==> src/rtl/patch_moment_acc_pkg.sv <==
// Shared patch geometry, datapath widths and state encoding for the moment accumulator.
package patch_moment_acc_pkg;

  localparam int PATCH_SIZE   = 31;
  localparam int PATCH_CENTER = 15;
  localparam int COL_SUM_W    = 16;
  localparam int COL_MULT_W   = 20;
  localparam int M00_W        = 18;
  localparam int M10_W        = 21;

  typedef enum logic {
    IDLE  = 1'b0,
    ACCUM = 1'b1
  } state_t;

endpackage

==> src/rtl/patch_moment_acc.sv <==
// Accumulates zeroth/first row moments over NCOLS column sums; optional err output with PATCH_ABORT_ERR_EN.
// Latency: m00/m10/out_valid register one cycle after the last column.
// Backpressure: none; every col_valid inside an open patch is consumed.
module patch_moment_acc
  import patch_moment_acc_pkg::*;
#(
  parameter int NCOLS  = PATCH_SIZE,
  parameter int CENTER = PATCH_CENTER
) (
  input  logic                    clk,
  input  logic                    rst,
  input  logic                    patch_start,
  input  logic                    col_valid,
  input  logic [COL_SUM_W-1:0]    col_sum,
  input  logic [COL_MULT_W-1:0]   col_mult,
  output logic                    busy,
  output logic [M00_W-1:0]        m00,
  output logic signed [M10_W-1:0] m10,
  output logic                    out_valid
`ifdef PATCH_ABORT_ERR_EN
  ,
  output logic                    err
`endif
);

  localparam int CNT_W = $clog2(NCOLS + 1);
  localparam logic [CNT_W-1:0] CENTER_C = CNT_W'(CENTER);
  localparam logic [CNT_W-1:0] LAST_C   = CNT_W'(NCOLS - 1);

  state_t                   state, state_nxt;
  logic [CNT_W-1:0]         col_cnt, cnt_nxt, base_cnt;
  logic [M00_W-1:0]         acc00, acc00_nxt, base00, m00_nxt;
  logic signed [M10_W-1:0]  acc10, acc10_nxt, base10, m10_nxt, mult_s;
  logic                     take, out_valid_nxt;

  assign busy = (state == ACCUM);

  always_comb begin
    state_nxt     = state;
    cnt_nxt       = col_cnt;
    acc00_nxt     = acc00;
    acc10_nxt     = acc10;
    m00_nxt       = m00;
    m10_nxt       = m10;
    out_valid_nxt = 1'b0;
    mult_s        = {{(M10_W-COL_MULT_W){1'b0}}, col_mult};

    // patch_start clears first so a same-cycle column lands as column 0
    base_cnt = patch_start ? '0 : col_cnt;
    base00   = patch_start ? '0 : acc00;
    base10   = patch_start ? '0 : acc10;
    take     = col_valid && (patch_start || state == ACCUM);

    if (patch_start) begin
      state_nxt = ACCUM;
      cnt_nxt   = '0;
      acc00_nxt = '0;
      acc10_nxt = '0;
    end

    if (take) begin
      cnt_nxt   = base_cnt + 1'b1;
      acc00_nxt = base00 + M00_W'(col_sum);
      acc10_nxt = (base_cnt < CENTER_C) ? base10 - mult_s : base10 + mult_s;
      if (base_cnt == LAST_C) begin
        m00_nxt       = acc00_nxt;
        m10_nxt       = acc10_nxt;
        out_valid_nxt = 1'b1;
        state_nxt     = IDLE;
      end
    end
  end

`ifdef PATCH_ABORT_ERR_EN
  logic err_nxt;
  assign err_nxt = (patch_start && state == ACCUM && col_cnt != '0) ||
                   (col_valid && !patch_start && state == IDLE);
`endif

  always_ff @(posedge clk or posedge rst) begin
    if (rst) begin
      state     <= IDLE;
      col_cnt   <= '0;
      acc00     <= '0;
      acc10     <= '0;
      m00       <= '0;
      m10       <= '0;
      out_valid <= 1'b0;
`ifdef PATCH_ABORT_ERR_EN
      err       <= 1'b0;
`endif
    end else begin
      state     <= state_nxt;
      col_cnt   <= cnt_nxt;
      acc00     <= acc00_nxt;
      acc10     <= acc10_nxt;
      m00       <= m00_nxt;
      m10       <= m10_nxt;
      out_valid <= out_valid_nxt;
`ifdef PATCH_ABORT_ERR_EN
      err       <= err_nxt;
`endif
    end
  end

endmodule

==> config.mk <==
export PLATFORM = sky130hd
export DESIGN_NAME = patch_moment_acc
export DESIGN_NICKNAME = d
export VERILOG_FILES = /design/src/rtl/patch_moment_acc_pkg.sv /design/src/rtl/patch_moment_acc.sv
export SDC_FILE = /design/constraint.sdc
export NUM_CORES = 1
export LEC_CHECK = 0
export ABC_AREA = 1
export BUFFER_PORTS_ARGS = -buffer_cell sky130_fd_sc_hd__buf_2
export CORE_MARGIN = 5
export CORE_UTILIZATION = 35
export CTS_BUF_LIST = sky130_fd_sc_hd__clkbuf_4 sky130_fd_sc_hd__clkbuf_8
export DETAILED_ROUTE_END_ITERATION = 7
export PLACE_DENSITY = 0.59
export SKIP_LAST_GASP = 1
export SLEW_MARGIN = 25
export SYNTH_ARGS = -nofsm -noshare
export SYNTH_HDL_FRONTEND = slang
export SYNTH_SLANG_ARGS = --single-unit
==> constraint.sdc <==
create_clock -name clk -period 3.4 [get_ports clk]
set_input_delay 0.68 -clock clk [delete_from_list [all_inputs] [get_ports clk]]
set_output_delay 0.68 -clock clk [all_outputs]
set_load 0.01 [all_outputs]
==> results.toml <==
[cts]
root_buffer = "clkbuf_8"
clockBufferDepth = 2
cts_max_level = 3
postCtsSetupRepairBufs = 0
clk_latency_ns = 0.37
cts.hold.buffers_added = 0
clkSinkCount = 85
cts_resized = 0
clk_pin_slew_ns = 0.09
cts_tree = "done"
cts_buffers = 9

[timing]
worst_slew_pin_slew_ns = 0.690
grt_setup_unrepaired = "false"
max_freq_ghz = 0.326
fin_hold_ws_ns = 0.349
tns_ns = 0
fin_crit_ns = 3.07
setup_violations = 0
drv_slew = 0
fin_skew_ns = 0.00986
finalWorstSetupSlack_ns = 0.330
slew_headroom = 0.538
fin_crit_sh = 0.903
finalHoldViolations = 0

[floorplanning]
dieArea_um2 = 20000
start_util = 0.353
rows = 48
die_w_um = 141
num_io_pins = 81
die_h_um = 141
core-area_um2 = 17100

[job]
maxCapViolations = 0

[critical_path]
critPathMaxFanout = 5
endpoint_kind = "flop"
ff2ff_setup_slack_ns = 0.52
start_kind = "primary input"
cp.arrival_ns = 3.34
worstRegToRegCells = 16
critPathRequiredTime_ns = 3.67
reg2reg_to = "m10[11]"
worstReg2RegStart = "col_cnt[2]"
crit_type = "in2reg"

[yosys]
avgSynthCellArea_um2 = 6.86
ys_seq_area_frac = 0.352
ys_warn_count = 0
yosysUniqueCellTypes = 33
post_synth_fa_ha_maj_area_fraction = 0.0873
synth_area_um2 = 6050
synthSimpleGateAreaFrac = 0.334
synth.area.mux_share = 0
synth_top_cell_by_area = "dfrtp_1"
yosysTopAreaCellShare = 0.352
synthXorXnorAreaFrac = 0.0507
yosys-top-cells-area = "dfrtp_1 35%, nand2_1 18%, ha_1 8.1%"
synth_top_family_by_area = "simple AND/OR/NAND/NOR gates"
syn_nets = 962
syn_inst = 881
synth_seq_cells = 85
synth_compound_area_frac = 0.0873

[min_path]
hold_path_class = "in2async"

[final_layout]
nets = 1053
diodes = 0
layout_common_cells = "283 x nand2_1, 108 x inv_1, 95 x nor2_1"
syn_to_final_growth_pct = 15.3
utilization = 0.407
final_common_cell = "nand2_1"
drive_above_1_share = 0.129

[route]
vias_per_cell = 4.72
avgRoutedWirePerCell_um = 13.6
wirelength_mm = 16.3
vias = 5674
drt-pass1-iter-count = 4
drt_iter0_markers = 389
antenna_left = 0
drc = 0

[placement]
gp_congestion = 0.941
dp_hpwl_mm = 12.8
place_ws_ns = 0.0170
numPortBuffers = 80

[global_routing]
grtUsageTotal = 0.168
grt_pass1_vias = 5566
grt_max_degree = 55
grt_pass1_wl_mm = 27.3
overflow = 0
grt_antenna_before_repair = 0

[power_and_ir_drop]
p_per_area_nw_per_um2 = 389
p_leak_uw = 0.00395
ir_drop_mv = 0.171

[status]
status = "finished clean"
[registers in the layout (all words and copies together), names as in the netlist]
| register | flops |
|---|---|
| out_valid | 1 |
| m00 | 18 |
| acc10 | 21 |
| busy | 1 |
| m10 | 21 |
| col_cnt | 5 |
| acc00 | 18 |
[through the flow]
step	area (um^2)	power, uW	cells
6_report	6970	2710	1201
5_1_grt	6970	2930	1201
4_1_cts	6970	2750	1201
3_5_place_dp	6790	2050	1186
3_3_place_gp	6790	2040	1186
2_1_floorplan	6050	1790	881
[worst max path at each step]
| stage | end | cells after the start | startpoint |
|---|---|---|---|
| global route | acc10[20] | 19 | col_mult[2] |
| finish | m10[20] | 18 | col_mult[2] |
| detailed placement | acc10[20] | 18 | col_mult[2] |
| floorplan | acc10[10] | 18 | patch_start |
| CTS | m10[20] | 18 | col_mult[2] |
| global placement | m10[11] | 18 | patch_start |
[power breakdown]
part	switching (uW)	total [uW]	internal (uW)
Clock	374	684	310
Sequential	23.9	1130	1100
Combinational	583	900	317
[layout make-up]
| cell class | count | area, um^2 |
|---|---|---|
| multi-input cells | 664 | 3390 |
| well taps | 225 | 282 |
| inverters | 111 | 423 |
| clock inverters | 3 | 21.3 |
| clock buffers | 12 | 159 |
| repair buffers | 101 | 571 |
| flip-flops and latches | 85 | 2130 |
| fillers | 1895 | 10100 |
[layer usage]
layer  GRT usage  vias to the layer above  share of wire
li1            -                     2983              -
met1       0.237                     2556           0.52
met2       0.261                      111           0.43
met3      0.0249                       24          0.033
met4      0.0631                        0          0.023
met5           0                        -              0
[critical path, cell delays in order]
cell and delay, ns:
buf_2 0.13, nor3_1 0.25, nand2_1 0.15, nor2_1 0.19, nand4_1 0.11, nand2_1 0.16, nand2_1 0.08, xor2_1 0.15
ha_1 0.37, nand2_1 0.15, nor3_1 0.24, nand2_1 0.19, nor3_1 0.19, nor2_1 0.07, nand2_1 0.06, nand2_1 0.06
nand2_1 0.06, nand2_1 0.04
[synth_stat cells]
master / count
nand2_2: 1
clkbuf_1: 8
o21ai_0: 40
xor2_1: 24
nand3_1: 79
nand3b_1: 5
buf_1: 3
inv_4: 2
nor2_1: 95
and2_1: 1
o211ai_1: 1
o21bai_1: 5
nor3_1: 10
or2_2: 2
o21ai_2: 1
o41ai_1: 1
dfrtp_1: 85
a21oi_1: 33
buf_4: 2
buf_6: 3
o31ai_1: 2
inv_1: 109
nor4_4: 1
nor2_2: 1
xnor2_1: 11
ha_1: 39
nand4_1: 7
nand2_1: 283
nor4_1: 2
fa_1: 2
buf_2: 5
o21ai_1: 17
nand3_2: 1
[kinds of logic (layout without fill, tap and decap cells)]
logic type | count (synthesis) | in the layout
simple gates | 488 | 488
fa+ha+maj | 41 | 41
compound gates | 100 | 100
xor+xnor | 35 | 35
buf+inv | 132 | 227
flops | 85 | 85
(Power assumes the default switching activity.)
